===== src/rtl/push_btn_array.sv =====
// push_btn_array: up to 8 debounced push buttons behind a 12-bit instruction port.
// Per-channel sticky press/release latches, an event mask and debounced-level read-back.
//
// state    | meaning
// ---------|-------------------------------------------------------------
// ST_RESET | first cycle out of reset, instructions ignored
// ST_READY | latching masked events and executing instructions
// ST_ERROR | undefined opcode seen; outputs forced, sticky until reset
module push_btn_array #(
  parameter int Channels     = 4,
  parameter int DebounceWait = 40000,
  parameter int DebounceSize = 16
) (
  input  logic                clock,
  input  logic                reset,
  input  logic [11:0]         inst,
  input  logic                inst_en,
  input  logic [Channels-1:0] buttons,
  output logic [Channels-1:0] button_status,
  output logic                error
);

  localparam logic [3:0] OP_NOP  = 4'h0;
  localparam logic [3:0] OP_RDPR = 4'h1;
  localparam logic [3:0] OP_RDRL = 4'h2;
  localparam logic [3:0] OP_RDLV = 4'h3;
  localparam logic [3:0] OP_WRMK = 4'h4;
  localparam logic [3:0] OP_CLR  = 4'h5;

  localparam logic [DebounceSize-1:0] CntLast = DebounceSize'(DebounceWait - 1);

  typedef enum logic [1:0] {
    ST_RESET = 2'd0,
    ST_READY = 2'd1,
    ST_ERROR = 2'd2
  } state_t;

  state_t state;

  logic [Channels-1:0]     sync_a;
  logic [Channels-1:0]     sync_b;
  logic [Channels-1:0]     db;
  logic [Channels-1:0]     db_d;
  logic [DebounceSize-1:0] cnt [Channels];

  logic [Channels-1:0] mask;
  logic [Channels-1:0] press_l;
  logic [Channels-1:0] release_l;

  logic [Channels-1:0] press_evt;
  logic [Channels-1:0] release_evt;
  logic [Channels-1:0] press_new;
  logic [Channels-1:0] release_new;

  // Immediate bits above Channels are don't-care for narrower arrays.
  logic unused_imm_bits;
  assign unused_imm_bits = ^inst[7:0];

  // Edge pulses of the debounced level, gated by the mask as it stood this cycle.
  assign press_evt   = db & ~db_d;
  assign release_evt = ~db & db_d;
  assign press_new   = press_evt & mask;
  assign release_new = release_evt & mask;

  // Synchronise raw inputs and debounce each channel; runs regardless of FSM state.
  always_ff @(posedge clock) begin
    if (reset) begin
      sync_a <= '0;
      sync_b <= '0;
      db     <= '0;
      db_d   <= '0;
      for (int i = 0; i < Channels; i++) cnt[i] <= '0;
    end else begin
      sync_a <= buttons;
      sync_b <= sync_a;
      db_d   <= db;
      for (int i = 0; i < Channels; i++) begin
        if (sync_b[i] == db[i]) begin
          cnt[i] <= '0;
        end else if (cnt[i] == CntLast) begin
          db[i]  <= ~db[i];
          cnt[i] <= '0;
        end else begin
          cnt[i] <= cnt[i] + DebounceSize'(1);
        end
      end
    end
  end

  // Control FSM: event latching, instruction decode and registered outputs.
  always_ff @(posedge clock) begin
    if (reset) begin
      state         <= ST_RESET;
      button_status <= '0;
      error         <= 1'b0;
      mask          <= '1;
      press_l       <= '0;
      release_l     <= '0;
    end else begin
      case (state)
        ST_RESET: begin
          state <= ST_READY;
          error <= 1'b0;
        end
        ST_READY: begin
          error     <= 1'b0;
          press_l   <= press_l | press_new;
          release_l <= release_l | release_new;
          if (inst_en) begin
            case (inst[11:8])
              OP_NOP: ;
              OP_RDPR: begin
                // Read-and-clear, but keep an event landing in this very cycle.
                button_status <= press_l;
                press_l       <= press_new;
              end
              OP_RDRL: begin
                button_status <= release_l;
                release_l     <= release_new;
              end
              OP_RDLV: button_status <= db;
              OP_WRMK: mask <= inst[Channels-1:0];
              OP_CLR: begin
                button_status <= '0;
                press_l       <= '0;
                release_l     <= '0;
              end
              default: begin
                state         <= ST_ERROR;
                error         <= 1'b1;
                button_status <= '0;
                press_l       <= '0;
                release_l     <= '0;
              end
            endcase
          end
        end
        default: begin
          // ST_ERROR and any illegal encoding settle in the error state.
          state         <= ST_ERROR;
          error         <= 1'b1;
          button_status <= '0;
          press_l       <= '0;
          release_l     <= '0;
        end
      endcase
    end
  end

endmodule

===== config.mk =====
export PLATFORM = sky130hd
export DESIGN_NAME = push_btn_array
export DESIGN_NICKNAME = d
export VERILOG_FILES = /design/src/rtl/push_btn_array.sv
export SDC_FILE = /design/constraint.sdc
export NUM_CORES = 1
export LEC_CHECK = 0
export CAP_MARGIN = 20
export CORE_MARGIN = 2
export CORE_UTILIZATION = 40
export DETAILED_ROUTE_END_ITERATION = 7
export DONT_BUFFER_PORTS = 1
export GPL_TIMING_DRIVEN = 0
export HOLD_SLACK_MARGIN = 0.05
export PLACE_DENSITY = 0.52
export SETUP_SLACK_MARGIN = 0.2
export SYNTH_ARGS = -nofsm -noshare
export SYNTH_HDL_FRONTEND = slang
export SYNTH_SLANG_ARGS = --single-unit

===== constraint.sdc =====
create_clock -name clock -period 2.7 [get_ports clock]
set_clock_uncertainty 0.15 [all_clocks]
set_input_delay 0.27 -clock clock [delete_from_list [all_inputs] [get_ports clock]]
set_output_delay 0.27 -clock clock [all_outputs]
set_load 0.01 [all_outputs]

==> flow_metrics.py, run 1 <==
metrics = {
    "clocking": {
        "ctsRootBufferMaster": "clkbuf_16",
        "clkSinkCount": 99,
        "post-cts-setup-buffers": 0,
        "cts_buffer_depth": 2,
        "path_clk_slew_ns": 0.07,
        "cts-htree-levels": 3,
        "cts_buffers": 9,
        "clk_latency_ns": 0.34,
        "cts_tree": "yes",
    },
    "min_path": {
        "hp-class": "in2reg",
    },
    "synth": {
        "synth_warnings": 0,
        "synth_top_cell_by_area": "edfxtp_1",
        "syn_area_um2": 4850,
        "yosysMostFrequentCell": "nor2_1",
        "synth_commonest_cells": "nor2_1 (81), edfxtp_1 (64), xnor2_1 (49)",
        "synth_edf_count": 64,
        "ys_seq_area_share_pct": 54.1,
        "synth.distinct_cells": 44,
        "syn-instance-count": 463,
        "async_flop_share_pct": 0,
        "avgSynthCellArea_um2": 10.5,
        "synthFlopType": "edfxtp_1",
        "synth_top_cell_area_share_pct": 39.6,
        "synth-seq-cells": 99,
        "synth_area_leaders": "edfxtp_1 (40%), dfxtp_1 (14%), xnor2_1 (8.9%)",
    },
    "power": {
        "vdd_ir_drop_max_uv": 265,
        "p_sw_w": 0.000703,
        "clock_power_share_pct": 38.8,
        "pwr-share-comb_pct": 5.1,
        "swShare_pct": 23.1,
        "total_leakage_power_nw": 1.94,
        "power_frac_seq_pct": 56.1,
        "internal_power_w": 0.00235,
        "p_total_w": 0.00305,
        "power-per-cell-area_nw_per_um2": 542,
    },
    "place": {
        "io_buffers": 0,
        "hpwlAfterDp_um": 6360,
        "gp_congestion": 0.800,
    },
    "setup_path": {
        "setup.worst_path.start_class": "flip-flop",
        "crit_chain": "or4b_1 > or4_4 > o21ai_4 > buf_12 > nor2_2",
        "required_ns": 2.65,
        "cp.arrival_ns": 2.30,
        "critPathMaxFanout": 10,
        "endpoint_kind": "flip-flop",
        "critical_path_buf_inv_count": 1,
        "max_stage_delay_ns": 0.55,
        "worstSetupPathType": "reg2reg",
        "critPathTopFamily": "simple AND/OR/NAND/NOR gates",
        "slowest_stage": "or4b_1",
        "r2r_setup_slack_ns": 0.35,
    },
    "detailed_routing": {
        "drc": 0,
        "antenna_left": 0,
        "firstDrtPassIters": 4,
        "vias_per_cell": 4.86,
        "finalWirelength_um": 8830,
        "vias": 3392,
        "routedWlPerCell_um": 12.7,
        "drt-initial-drc-count": 168,
    },
    "run": {
        "drv_cap": 0,
    },
    "grt": {
        "overflow": 0,
        "grt_max_degree": 17,
        "antenna_found_initial": 0,
        "track_usage_pct": 14.8,
        "grt_pass1_vias": 3127,
        "grt_pass1_wl_um": 15200,
    },
    "cells_and_area": {
        "multi_input_area_um2": 2330,
        "diodes": 0,
        "area_growth_pct": 16.2,
        "seq_area_um2": 2620,
        "drive_above_1_share_pct": 7.80,
        "fin_nets": 569,
        "final.fill_count": 1165,
    },
    "floorplanning": {
        "fp.dieH_um": 114,
        "initial_utilization_pct": 40.7,
        "fp.dieW_um": 114,
        "ios": 24,
        "num_rows": 40,
        "core_um2": 11900,
        "dieArea_um2": 13000,
    },
    "timing": {
        "fmax_mhz": 425,
        "holdWs_ns": 0.0693,
        "max-slew-margin-rel_pct": 52.2,
        "hold_viol": 0,
        "rsz0062_at_grt": "no",
        "drv_slew": 0,
        "worst_pin_slew_ns": 0.717,
        "fin_tns_setup_ns": 0,
        "min_period_over_period_pct": 87.2,
        "finalSetupViolations": 0,
        "period_minus_slack_ns": 2.35,
    },
    "run_status": {
        "status": "complete, no violations",
    },
}
worst register-to-register path, cell delays in order, from the launching register on:
cell and delay (ns):
edfxtp_1 0.46, or4b_1 0.55, or4_4 0.45, o21ai_4 0.26
buf_12 0.19, nor2_2 0.05
layout by cell type, fill, tap and decap left out, types with 3 or more instances in the layout:
cell           netlist  routed
nor2_1              81      81
edfxtp_1            64      64
conb_1               1      64
xnor2_1             49      49
dfxtp_1             35      35
nand3_1             25      25
nand2_1             21      21
inv_1               19      19
nor2b_1             19      19
nor3_1              19      19
nor4_1              17      17
nand4_1             12      12
a22o_1              11      11
nor2_2              10      10
xor2_1               9       9
clkbuf_16            0       9
dlygate4sd3_1        0       9
mux2_2               8       8
clkbuf_1             7       6
nand2b_1             6       6
a21oi_1              5       5
nor4bb_1             5       5
a211o_1              4       4
a22oi_1              4       4
ha_1                 4       4
or3_1                3       3
or4_1                3       3
clkinv_2             0       3
clkinv_4             0       3
path summary, 6_finish.rpt:
path                            depth (start not counted)      start    endpoint
worst min-delay path                                    3    inst[3]     mask[3]
worst max register to register                          5  cnt[3][8]  cnt[3][12]
worst max-delay path                                    5  cnt[3][8]  cnt[3][12]
worst min register to register                          1  sync_a[0]   sync_b[0]
flip-flops by register name (all words and copies together) (netlist names):
name           flops
mask               4
state              2
db_d               4
sync_b             4
sync_a             4
db                 4
button_status      4
release_l          4
cnt               64
error              1
press_l            4
per-layer routing:
metal  vias to the layer above  global-route usage (%)  wire, um
met3                        13                    2.91       267
met1                      1582                    21.4      4700
met5                         -                       0         0
met4                         0                    6.67       170
met2                        43                    21.3      3690
li1                       1754                       -         -
cells by family (layout without fill, tap and decap cells):
logic type / count (synthesis) / count (layout) / share of synthesized area (%)
flops: 99 / 99 / 54.1
buf+inv: 30 / 55 / 2.68
fa+ha+maj: 4 / 4 / 1.03
compound gates: 34 / 34 / 5.78
mux: 9 / 9 / 2.06
simple gates: 228 / 228 / 23.8
other cells: 1 / 64 / 0.0773
xor+xnor: 58 / 58 / 10.5
through the flow:
step | utilization, % | cell area, um2 | cells | setup slack, ns
finish | 47.3 | 5630 | 698 | 0.347
global route | 47.3 | 5630 | 698 | 0.239
CTS | 47.3 | 5630 | 698 | 0.265
detailed placement | 44.2 | 5270 | 673 | 0.276
global placement | 44.2 | 5270 | 673 | 0.296
floorplan | - | 5080 | 526 | 0.508
timing repair:
| action | CTS | global route |
|---|---|---|
| endpoints found under the setup margin | 0 | 12 |
| gates resized for setup | 0 | 3 |
| endpoints found under the hold margin | 8 | 0 |
| hold buffers | 9 | 0 |
final cells by class:
cell class,instances,share of cell area (%)
inverter,19,1.27
clock buffer,9,4.00
multi-input combinational,397,41.4
buffer,11,1.09
tap,147,3.27
clock inverter,7,0.800
timing repair buffer,9,1.60
sequential,99,46.6
power groups by stage:
stage          combinational, W  clock (W)  sequential (W)
2_1_floorplan          0.000120          0         0.00173
4_1_cts                0.000155    0.00123         0.00171
6_report               0.000156    0.00118         0.00171
3_3_place_gp           0.000142          0         0.00174
5_1_grt                0.000179    0.00130         0.00172
3_5_place_dp           0.000144          0         0.00175
(Power assumes the default switching activity.)
==> run 2, diff against run 1 <==
==> constraint.sdc (replaced) <==
create_clock -name clock -period 2.7 [get_ports clock]
set_clock_uncertainty 0.15 [all_clocks]
set_input_delay 0.135 -clock clock [delete_from_list [all_inputs] [get_ports clock]]
set_output_delay 0.135 -clock clock [all_outputs]
set_load 0.01 [all_outputs]
==> flow_metrics.py, run 2 (synthesized netlist as in run 1, its figures left out) <==
metrics = {
    "run_status": {
        "status": "complete, no violations",
    },
    "place": {
        "gp_congestion": 0.800,
        "io_buffers": 0,
        "hpwlAfterDp_um": 6360,
    },
    "timing": {
        "drv_slew": 0,
        "worst_pin_slew_ns": 0.706,
        "rsz0062_at_grt": "no",
        "max-slew-margin-rel_pct": 53.0,
        "fin_tns_setup_ns": 0,
        "period_minus_slack_ns": 2.35,
        "holdWs_ns": 0.0670,
        "finalSetupViolations": 0,
        "fmax_mhz": 425,
        "min_period_over_period_pct": 87.1,
        "hold_viol": 0,
    },
    "detailed_routing": {
        "firstDrtPassIters": 4,
        "vias_per_cell": 4.84,
        "vias": 3402,
        "routedWlPerCell_um": 12.6,
        "finalWirelength_um": 8890,
        "drc": 0,
        "antenna_left": 0,
        "drt-initial-drc-count": 177,
    },
    "floorplanning": {
        "num_rows": 40,
        "ios": 24,
        "fp.dieW_um": 114,
        "core_um2": 11900,
        "fp.dieH_um": 114,
        "dieArea_um2": 13000,
        "initial_utilization_pct": 40.7,
    },
    "clocking": {
        "cts_buffer_depth": 2,
        "ctsRootBufferMaster": "clkbuf_16",
        "cts_tree": "yes",
        "path_clk_slew_ns": 0.07,
        "cts_buffers": 9,
        "clk_latency_ns": 0.34,
        "post-cts-setup-buffers": 0,
        "cts-htree-levels": 3,
        "clkSinkCount": 99,
    },
    "cells_and_area": {
        "regMostFlops": "cnt",
        "fin_nets": 574,
        "final.fill_count": 1159,
        "largest_reg_flops": 64,
        "diodes": 0,
        "drive_above_1_share_pct": 7.73,
        "final_cell_mix": "nor2_1 (81), edfxtp_1 (64), conb_1 (64), xnor2_1 (49), dfxtp_1 (35)",
        "area_growth_pct": 17.2,
        "final_common_cell": "nor2_1",
    },
    "grt": {
        "grt_pass1_wl_um": 15300,
        "grt_pass1_vias": 3143,
        "grt_max_degree": 17,
        "track_usage_pct": 14.9,
        "overflow": 0,
        "antenna_found_initial": 0,
    },
    "setup_path": {
        "worstSetupPathType": "reg2reg",
        "setup.worst_path.start_class": "flip-flop",
        "reg2reg_depth": 5,
        "cp.arrival_ns": 2.30,
        "required_ns": 2.65,
        "max_stage_delay_ns": 0.55,
        "crit_chain": "or4b_1 > or4_4 > o21ai_4 > buf_12 > nor2_2",
        "slowest_stage": "or4b_1",
        "endpoint_kind": "flip-flop",
        "critPathMaxFanout": 10,
        "r2r_setup_slack_ns": 0.35,
    },
    "min_path": {
        "whs_path_depth": 2,
        "hp-class": "in2reg",
    },
    "run": {
        "drv_cap": 0,
    },
    "power": {
        "vdd_ir_drop_max_uv": 265,
        "power-per-cell-area_nw_per_um2": 538,
        "total_leakage_power_nw": 1.96,
    },
}
==> run 2: stage by stage <==
stage	std cells	power, W	area (um2)	worst slack (ns)	util [%]
after floorplan	526	0.00185	5080	0.508	-
after global placement	673	0.00189	5270	0.296	44.2
after detailed placement	673	0.00189	5270	0.276	44.2
after CTS	703	0.00310	5680	0.265	47.7
after global routing	703	0.00320	5680	0.239	47.7
final	703	0.00306	5680	0.348	47.7
==> run 2: worst paths after layout <==
| path | start | to |
|---|---|---|
| worst max-delay path | cnt[3][8] | cnt[3][12] |
| worst min-delay path | inst_en | press_l[3] |
| worst max register to register | cnt[3][8] | cnt[3][12] |
| worst min register to register | sync_a[0] | sync_b[0] |
==> run 2: cell type report <==
cell class | count | area, um2 | share of cell area (%)
inverter | 19 | 71.3 | 1.26
sequential | 99 | 2620 | 46.2
timing repair buffer | 14 | 140 | 2.47
multi-input combinational | 397 | 2330 | 41.0
tap | 147 | 184 | 3.24
buffer | 11 | 61.3 | 1.08
clock inverter | 7 | 45.0 | 0.793
clock buffer | 9 | 225 | 3.96
==> run 2: routing by layer <==
metal | GRT usage [%] | wire length [um] | share of wire (%) | vias to the layer above
met1 | 21.6 | 4730 | 53 | 1579
met2 | 21.5 | 3730 | 42 | 46
met4 | 6.59 | 170 | 1.9 | 0
met5 | 0 | 0 | 0 | -
li1 | - | - | - | 1764
met3 | 2.86 | 253 | 2.8 | 13
==> run 2: power by group <==
group	switching [W]	leakage [nW]	internal (W)
clock network	0.000560	0.137	0.000621
registers	0.0000510	0.945	0.00166
logic	0.0000924	0.879	0.0000701
total	0.000704	1.96	0.00235
==> run 2: what timing repair did <==
item / in CTS / in global routing
endpoints found under the setup margin: 0 / 12
gates resized for setup: 0 / 3
hold endpoints to repair: 19 / 0
hold buffers: 14 / 0
==> run 2: critical path: cells and delay by family, from the launching register on <==
family / cells / cell delay [ns]
flip-flops: 1 / 0.46
buffers and inverters: 1 / 0.19
AND/OR/NAND/NOR: 3 / 1.04
AO/OA/AOI/OAI: 1 / 0.26
==> run 3, diff against run 2 <==
--- a/config.mk
+++ b/config.mk
@@ -12,7 +12,6 @@
 export DONT_BUFFER_PORTS = 1
 export GPL_TIMING_DRIVEN = 0
 export HOLD_SLACK_MARGIN = 0.05
-export PLACE_DENSITY = 0.52
 export SETUP_SLACK_MARGIN = 0.2
 export SYNTH_ARGS = -nofsm -noshare
 export SYNTH_HDL_FRONTEND = slang
==> flow_metrics.py, run 3 (synthesized netlist as in run 1, its figures left out) <==
metrics = {
    "power": {
        "total_leakage_power_nw": 1.95,
        "power-per-cell-area_nw_per_um2": 542,
        "vdd_ir_drop_max_uv": 307,
    },
    "grt": {
        "grt_pass1_wl_um": 15100,
        "grt_max_degree": 16,
        "overflow": 0,
        "antenna_found_initial": 0,
        "track_usage_pct": 14.7,
        "grt_pass1_vias": 3142,
    },
    "cells_and_area": {
        "area_growth_pct": 17.2,
        "final_common_cell": "nor2_1",
        "largest_reg_flops": 64,
        "seq_area_um2": 2620,
        "diodes": 0,
        "regMostFlops": "cnt",
        "final.fill_count": 1138,
        "fin_nets": 574,
        "final_cell_mix": "nor2_1 (81), edfxtp_1 (64), conb_1 (64), xnor2_1 (49), dfxtp_1 (35)",
        "post_layout_nonfiller_instances": 703,
        "multi_input_area_um2": 2330,
        "final_util_pct": 47.7,
        "drive_above_1_share_pct": 7.37,
    },
    "setup_path": {
        "cp.arrival_ns": 2.30,
        "endpoint_kind": "flip-flop",
        "critPathMaxFanout": 10,
        "reg2reg_depth": 5,
        "r2r_setup_slack_ns": 0.35,
        "rr_endpoint": "cnt[3][9]",
        "setup.worst_path.start_class": "flip-flop",
        "worstSetupPathType": "reg2reg",
        "r2r-start": "cnt[3][8]",
        "required_ns": 2.64,
    },
    "detailed_routing": {
        "drc": 0,
        "routedWlPerCell_um": 12.8,
        "firstDrtPassIters": 4,
        "vias_per_cell": 4.89,
        "vias": 3435,
        "drt-initial-drc-count": 172,
        "finalWirelength_um": 9000,
        "antenna_left": 0,
    },
    "clocking": {
        "cts_tree": "yes",
        "cts_buffers": 9,
        "clkSinkCount": 99,
        "ctsRootBufferMaster": "clkbuf_16",
        "post-cts-setup-buffers": 0,
        "path_clk_slew_ns": 0.07,
        "cts_buffer_depth": 2,
        "cts-htree-levels": 3,
        "clk_latency_ns": 0.34,
    },
    "timing": {
        "rsz0062_at_grt": "no",
        "fin_ws_ns": 0.348,
        "max-slew-margin-rel_pct": 53.7,
        "drv_slew": 0,
        "period_minus_slack_ns": 2.35,
        "min_period_over_period_pct": 87.1,
        "hold_viol": 0,
        "fin_tns_setup_ns": 0,
        "finalSetupViolations": 0,
        "fmax_mhz": 425,
        "worst_pin_slew_ns": 0.690,
    },
    "floorplanning": {
        "dieArea_um2": 13000,
        "ios": 24,
        "initial_utilization_pct": 40.7,
        "fp.dieH_um": 114,
        "fp.dieW_um": 114,
        "num_rows": 40,
        "core_um2": 11900,
    },
    "min_path": {
        "hold_end": "press_l[0]",
        "whs_path_depth": 2,
        "hold_start": "inst_en",
        "hp-class": "in2reg",
    },
    "run_status": {
        "status": "complete, no violations",
    },
    "run": {
        "drv_cap": 0,
    },
    "place": {
        "hpwlAfterDp_um": 6310,
        "io_buffers": 0,
        "dp.cells": 673,
        "pre_cts_ws_ns": 0.298,
        "gp_congestion": 0.807,
    },
}
run 3: cell types whose count changed in the layout (fill, tap and decap cells not counted), sizes merged:
cell      change
clkinvlp      +1
clkbuf        +2
clkinv        -4
buf           +1
run 3: report_power, final:
group	leakage [nW]	switching, W	internal, W	total, W
clock	0.133	0.000553	0.000650	0.00120
combinational	0.876	0.0000931	0.0000702	0.000163
sequential	0.945	0.0000517	0.00166	0.00171
run 3: worst max path at each step:
stage / slack, ns / end / startpoint
after detailed placement: 0.30 / cnt[1][12] / cnt[1][0]
final: 0.35 / cnt[3][9] / cnt[3][8]
after global routing: 0.21 / cnt[0][14] / cnt[0][0]
after CTS: 0.25 / cnt[1][12] / cnt[1][0]
after floorplan: 0.51 / cnt[3][7] / cnt[3][8]
after global placement: 0.34 / cnt[1][11] / cnt[1][0]
run 3: per-stage QoR:
step | hold WS, ns | total power (W) | area, um2
finish | 0.0749 | 0.00308 | 5680
floorplan | 0.113 | 0.00185 | 5080
detailed placement | 0.119 | 0.00189 | 5270
CTS | 0.0716 | 0.00311 | 5680
global placement | 0.119 | 0.00188 | 5270
global route | 0.0889 | 0.00320 | 5680
run 3: metal layers:
metal	global-route usage, %	wire length (um)
met2	22.4	4010
met5	0	0
met3	2.96	272
met1	20.2	4550
met4	6.99	167
run 3: timing repair:
item                       in CTS  in global routing
hold buffers                   14                  0
hold endpoints to repair       19                  0
setup endpoints to repair       0                 10
resized for setup               0                  2
run 3: worst max-delay path, stage by stage (launching register included):
cell and delay, ns:
edfxtp_1 0.47, or4b_1 0.55, or4_4 0.45, o21ai_4 0.26, buf_12 0.18, nor2_2 0.04
run 3: final cells by class:
cell class                      count  area share, %
Buffer                             11           1.06
Clock buffer                       12           4.34
Clock inverter                      4          0.462
Inverter                           19           1.25
Multi-Input combinational cell    397           41.0
Sequential cell                    99           46.1
Tap cell                          147           3.24
Timing Repair Buffer               14           2.47
